`config.mk`:
```
export PLATFORM = sky130hd
export DESIGN_NAME = clarvi_part_sequencer
export DESIGN_NICKNAME = d
export VERILOG_FILES = /design/src/rtl/clarvi_part_sequencer.sv
export SDC_FILE = /design/constraint.sdc
export NUM_CORES = 1
export LEC_CHECK = 0
export CAP_MARGIN = 20
export CORE_ASPECT_RATIO = 0.6
export CORE_MARGIN = 4
export CORE_UTILIZATION = 25
export DETAILED_ROUTE_END_ITERATION = 8
export PLACE_DENSITY = 0.71
export SETUP_SLACK_MARGIN = 0.05
export SLEW_MARGIN = 0
export SYNTH_ARGS = -nofsm -noshare
export SYNTH_HDL_FRONTEND = slang
export SYNTH_SLANG_ARGS = --single-unit
```
`constraint.sdc`:
```
create_clock -name clock -period 3.28 [get_ports clock]
set_input_delay 0.492 -clock clock [delete_from_list [all_inputs] [get_ports clock]]
set_output_delay 0.492 -clock clock [all_outputs]
set_load 0.005 [all_outputs]
```
`src/rtl/clarvi_part_sequencer.sv`:
```
// clarvi_part_sequencer
//   Splits each decoded instruction into NUM_PARTS slices of PART_WIDTH bits and
//   issues them on consecutive cycles, in ascending order or descending order
//   (reverse_order). For each issued part it forwards the rs1/rs2 operand slices
//   from the youngest matching later stage, or from the register file. It also
//   raises the decode-hold and load-dependency stalls.
//
// Optional feature macro:
//   CLARVI_NARROW_SKIP_EN - 32-bit (*_32) ops issue a single part (narrow_issue).
//
// Ports:
//   clock, reset           rising-edge clock, asynchronous active-high reset
//   stage_invalid          no valid instruction in decode
//   stall_stage            decode held this cycle; includes the load-dependency stall
//   reverse_order          issue parts from high to low
//   is_narrow              instruction is a 32-bit op
//   rs1/rs2, rs*_used      source register ids and read enables
//   rs*_fetched            register-file slice for the current part
//   fwd_*                  per-stage forwarding info; index 0 = EX, NUM_FWD-1 = WB
//   mem_address_error      EX load faults, which suppresses the load stall
//   part_index             part issued this cycle
//   first_part, last_part  issued part is first / last in its sequence
//   narrow_issue           single-part narrow issue
//   rs1_value, rs2_value   forwarded operand slices
//   stall_for_decode       hold fetch because more parts follow
//   stall_for_load_dep     an operand waits on the EX load result
//   All outputs are combinational from the part counter and the inputs.

module clarvi_part_sequencer #(
  parameter int unsigned PART_WIDTH = 32,
  parameter int unsigned NUM_PARTS  = 2,
  parameter int unsigned NUM_FWD    = 3,
  localparam int unsigned PW        = (NUM_PARTS > 1) ? $clog2(NUM_PARTS) : 1
) (
  input  logic                               clock,
  input  logic                               reset,
  input  logic                               stage_invalid,
  input  logic                               stall_stage,
  input  logic                               reverse_order,
  input  logic                               is_narrow,
  input  logic [4:0]                         rs1,
  input  logic [4:0]                         rs2,
  input  logic                               rs1_used,
  input  logic                               rs2_used,
  input  logic [PART_WIDTH-1:0]              rs1_fetched,
  input  logic [PART_WIDTH-1:0]              rs2_fetched,
  input  logic [NUM_FWD-1:0]                 fwd_valid,
  input  logic [NUM_FWD-1:0]                 fwd_enable_wb,
  input  logic [NUM_FWD-1:0]                 fwd_is_load,
  input  logic [NUM_FWD-1:0][4:0]            fwd_rd,
  input  logic [NUM_FWD-1:0][PW-1:0]         fwd_part,
  input  logic [NUM_FWD-1:0][PART_WIDTH-1:0] fwd_value,
  input  logic                               mem_address_error,
  output logic [PW-1:0]                      part_index,
  output logic                               first_part,
  output logic                               last_part,
  output logic                               narrow_issue,
  output logic [PART_WIDTH-1:0]              rs1_value,
  output logic [PART_WIDTH-1:0]              rs2_value,
  output logic                               stall_for_decode,
  output logic                               stall_for_load_dep
);

  localparam logic [PW-1:0] LAST_WIDE = PW'(NUM_PARTS - 1);

  logic [PW-1:0] count;
  logic [PW-1:0] len_m1;
  logic [NUM_FWD-1:0] hit1;
  logic [NUM_FWD-1:0] hit2;

  // Narrow ops collapse to one part only when the skip feature is built in.
`ifdef CLARVI_NARROW_SKIP_EN
  assign narrow_issue = is_narrow && (NUM_PARTS > 1);
`else
  logic unused_is_narrow;
  assign unused_is_narrow = is_narrow;
  assign narrow_issue     = 1'b0;
`endif

  assign len_m1     = narrow_issue ? '0 : LAST_WIDE;
  assign part_index = reverse_order ? PW'(len_m1 - count) : count;
  assign first_part = (count == '0);
  assign last_part  = (count == len_m1);

  assign stall_for_decode = !stage_invalid && !last_part;

  // Part counter; a stalled stage holds it, an invalid stage or last part clears it.
  always_ff @(posedge clock or posedge reset) begin
    if (reset) begin
      count <= '0;
    end else if (!stall_stage) begin
      if (stage_invalid || last_part) begin
        count <= '0;
      end else begin
        count <= PW'(count + PW'(1));
      end
    end
  end

  // Per-stage hits; an EX-stage load has no result yet so it never forwards.
  always_comb begin
    hit1 = '0;
    hit2 = '0;
    for (int i = 0; i < int'(NUM_FWD); i++) begin
      if (fwd_valid[i] && fwd_enable_wb[i] && (fwd_part[i] == part_index) &&
          !((i == 0) && fwd_is_load[0])) begin
        hit1[i] = rs1_used && (fwd_rd[i] == rs1);
        hit2[i] = rs2_used && (fwd_rd[i] == rs2);
      end
    end
  end

  // Operand select: walk oldest to youngest so the lowest-index hit wins.
  always_comb begin
    rs1_value = rs1_fetched;
    rs2_value = rs2_fetched;
    for (int i = int'(NUM_FWD) - 1; i >= 0; i--) begin
      if (hit1[i]) rs1_value = fwd_value[i];
      if (hit2[i]) rs2_value = fwd_value[i];
    end
  end

  assign stall_for_load_dep = !stage_invalid && fwd_valid[0] && fwd_is_load[0] &&
                              !mem_address_error &&
                              ((rs1_used && (rs1 == fwd_rd[0])) ||
                               (rs2_used && (rs2 == fwd_rd[0]))) &&
                              (fwd_part[0] == part_index);

endmodule

```
Word-level counts from Yosys, hierarchy flattened

Index checks and enable logic that the tools add are counted.

Bits in registers: 1

Add/sub/neg operators: 2
Reduce and logical (&&, ||, !) cells: 27
Eq/ne operators: 11
Mux-type cells: 14
Bitwise gates (word level): 1

Operators by type and width:

| cell                                    | number |
|---|---|
| 2-to-1 mux 32 bit                       | 6 |
| equality test 5 bit                     | 8 |
| logical AND 1 bit                       | 21 |
| 2-to-1 mux 1 bit                        | 8 |
| logical NOT 1 bit                       | 4 |
| equality test 1 bit                     | 3 |
| logical OR 1 bit                        | 2 |
| adder 1 bit (second input constant)     | 1 |
| NOT 1 bit                               | 1 |
| subtractor 1 bit (first input constant) | 1 |

Logic depth before layout (Yosys ltp)

Depth after elaboration: 8
Mapped depth: 8
Gate-level depth less buffers: 5

Worst setup path before layout

OpenSTA, ideal clock, no wires.

Path type: register to output
Start: register count, in the netlist last_part
End: output rs1_value[10]
Slack: 0.683 ns
Cell stages (with the launch flop): 8
Data arrival time: 2.105 ns
Path buffers: 2
Required time: 2.788 ns
Path through: dfrtp_1 > buf_2 > xor3_1 > a2111oi_4 > buf_6 > a31oi_1 > a311oi_1 > o2bb2ai_1

Cells in the longest elaborated chain, start to end: 8
Elaborated cells on any way between the ends: 15

RTL lines:

| item                            | line | text |
|---|---|---|
| start, declared                 | 66   | `logic [PW-1:0] count;` |
| start signal, assigned          | 95   | `count <= PW'(count + PW'(1));` |
| subtractor 1 bit                | 81   | `assign part_index = reverse_order ? PW'(len_m1 - count) : count;` |
| 2-to-1 mux 1 bit (*)            | 81   |  |
| equality test 1 bit             | 105  | `if (fwd_valid[i] && fwd_enable_wb[i] && (fwd_part[i] == part_index) &&` |
| logical AND 1 bit               | 105  |  |
| 2-to-1 mux 1 bit                | 105  |  |
| 2-to-1 mux 32 bit (2 in series) | 118  | `if (hit1[i]) rs1_value = fwd_value[i];` |
| 2-to-1 mux 32 bit (*)           | 118  |  |
| end, declared                   | 58   | `output logic [PART_WIDTH-1:0] rs1_value,` |

Mark *: on every way between the ends. The rest lies on a longest branch, timed or not.

Worst setup path in the final report

Start: input fwd_rd[12] (netlist name)
End: output rs1_value[7]

Cells in the longest elaborated chain, start to end: 6

RTL lines:

| item                            | line | text |
|---|---|---|
| start, declared                 | 50   | `input logic [NUM_FWD-1:0][4:0] fwd_rd,` |
| equality test 5 bit             | 107  | `hit1[i] = rs1_used && (fwd_rd[i] == rs1);` |
| logical AND 1 bit               | 107  |  |
| 2-to-1 mux 1 bit                | 105  |  |
| 2-to-1 mux 32 bit (3 in series) | 118  |  |

Every way passes these cells.

==> metrics.txt <==
Cell Int Power 0.000450 W; flops & latches, synth 1; critical path data arrival time 2.76 ns; Synth Area in XOR/XNOR 0.102; largest family of logic cells by synthesized area compound AO/OA/AOI/OAI gates; detailed-route wire length 21.3 mm; Worst Setup SP fwd_rd[12]; top-level port count 276; Initial Util 0.258; die footprint 13600 um^2; Synthesized Nets 659; NetSw 0.000321 W; Seq/Total Area, Yosys 0.00851; Post-synth top flop dfrtp_1; Worst VDD drop 0.0809 mV; Max Cap Violations 0; Clk pwr share 0; Crit. End Element output port; min Tclk post-route 3.26 ns; insertion delay to the later sink of the worst-skew pair 0 ns; synth warn 0; Clock Skew 0 ns; post-route ant nets 0; final hold vios 0; Area Overhead vs Synth 130%; global-route wire length before repair 30.1 mm; Sw Ratio 0.416; GP Congestion 0.938; nets 973; cell count after placement 869; Cell Count, Final, Fillers Out 925; gr usage total 0.272; FP Rows 30; setup tns final 0 ns; status finished clean; asr flop ratio synth 1.00; Vias 5455; mux share of post-synthesis cell area 0.00383; Clk pin slew, worst setup/hold paths 0 ns; max FFs per register 1; layout cells sized above 1 0.183; Post-route DRC 0; post-detailed-route wirelength per cell 23.0 um; Synth Area in Simple Gates 0.0677; dpl ws -0.402 ns; Reg2Reg Depth 3; Max Clk Rate 307 MHz; leak pwr 2.87 nW; vias in the first global route 5326; final setup fails 0; Cell variety after synth 36; Setup CP Type in -> out; Total Power 0.000772 W; largest net degree at the start of global routing 35; FF+latch area 25.0 um^2; grt ovf 0; Detailed Routing Iterations Pass 1 5; PortBufs 271; WP data required 2.79 ns; syn_area_per_cell 6.49 um^2; worst min-delay path class in -> async; RSZ-0062 raised after global routing true; Core Region 11400 um^2; Antenna diodes 0; Post-Synth Adder-Cell Area 0; Period Utilization, post-route 0.993; Critical R2R Launch last_part; dpl hpwl 14.2 mm; initial antenna violation count 0; Final WS setup 0.0242 ns; CP max FO 15; Syn Std Cell Area 2940 um^2; Power Dens Cells 114 nW/um^2; cts hold-fix bufs 0; Slew Viols, Final 0; cells after synthesis 453; combinational share of power 0.981; startpoint types primary input; Fillers 1067; number of enable flip-flop cells after synthesis 0; Die Wd 148 um; Initial DRC Count 536; Flop pwr share 0.019; post-synthesis compound-gate area fraction 0.644; Via density 5.90; multi-input logic area 2530 um^2; die height 92.0 um
==> Yosys cell counts, types with 2 or more instances <==
cell type	instances	share of area
buf_6	3	0.011
nand4_1	5	0.011
a31oi_1	64	0.14
or3_1	2	0.0043
o2bb2ai_1	64	0.19
xnor2_1	14	0.042
a311oi_1	64	0.19
and2_1	2	0.0043
clkbuf_1	47	0.060
xor2_1	15	0.045
nor3_1	3	0.0051
buf_2	7	0.012
nand3_1	3	0.0051
nor4_1	2	0.0043
nor2_1	6	0.0077
o21ai_0	64	0.11
nand2_1	3	0.0038
inv_1	67	0.086
==> cells by family after synthesis <==
group / count (synthesis)
buffers and inverters: 126
other: 1
and+or+nand+nor: 33
DFF: 1
muxes: 1
AOI/OAI and AO/OA: 260
xor gates and xnor gates: 31
==> path summary, 6_finish.rpt <==
check                                to  slack (ns)
setup / recovery           rs1_value[7]        0.02
hold reg to reg               last_part        0.66
hold / removal                last_part        0.65
max in group asynchronous     last_part        2.54
min in group clock            last_part        0.66
setup reg to reg              last_part        2.34
==> cell type report <==
class / count / share of cell area
multi-input cells: 326 / 0.374
inverters: 67 / 0.0371
flip-flops and latches: 1 / 0.00370
repair buffers: 371 / 0.556
well taps: 160 / 0.0296
==> power by group through the flow <==
stage,logic [W],registers (W),clock network [W]
6_report,0.000757,0.0000148,0
5_1_grt,0.000798,0.0000149,0
4_1_cts,0.000708,0.0000147,0
3_5_place_dp,0.000705,0.0000148,0
3_3_place_gp,0.000695,0.0000147,0
2_1_floorplan,0.000227,0.0000147,0
==> layer usage <==
metal / track usage / wire length, um
met3: 0.0514 / 2310
met4: 0.0453 / 396
met1: 0.363 / 8990
met5: 0 / 0
met2: 0.463 / 9590
==> what timing repair did <==
item                       in CTS  in global routing
setup buffers                  25                 18
pin swaps                      13                 39
gates resized for setup       107                 66
cloned                          8                  5
hold endpoints to repair        0                  0
setup endpoints to repair      65                 35
==> layout by cell type (no fill, tap or decap), types with 2 or more instances in the layout <==
master           instances
clkdlybuf4s50_1        197
inv_1                   67
a31oi_1                 64
o2bb2ai_1               64
buf_4                   62
a311oi_1                61
o21ai_0                 46
dlygate4sd2_1           42
o21ai_1                 18
clkbuf_2                17
xnor2_1                 14
buf_12                  14
xor2_1                  13
buf_6                   12
dlymetal6s2s_1          11
nand4_1                  5
clkbuf_16                5
nor2_4                   4
nand2_1                  3
a311oi_2                 3
buf_16                   3
clkdlybuf4s15_1          3
buf_8                    3
nor2_1                   2
nor4_2                   2
nand3_2                  2
xor2_2                   2
or3_4                    2
nor3_4                   2
==> worst max-delay path, cell delays in order <==
cell	delay (ns)
clkdlybuf4s50_1	0.47
xor2_1	0.21
a2111oi_4	0.30
buf_6	0.17
buf_4	0.12
buf_4	0.11
clkbuf_16	0.16
a31oi_1	0.09
a311oi_1	0.25
o2bb2ai_1	0.10
dlygate4sd2_1	0.27
==> through the flow <==
step,util,instance area (um^2),hold WS [ns]
global placement,0.539,6130,0.615
global route,0.595,6770,0.691
floorplan,-,2940,0.221
finish,0.595,6770,0.651
CTS,0.571,6490,0.643
detailed placement,0.539,6130,0.642
(Power assumes the default switching activity.)
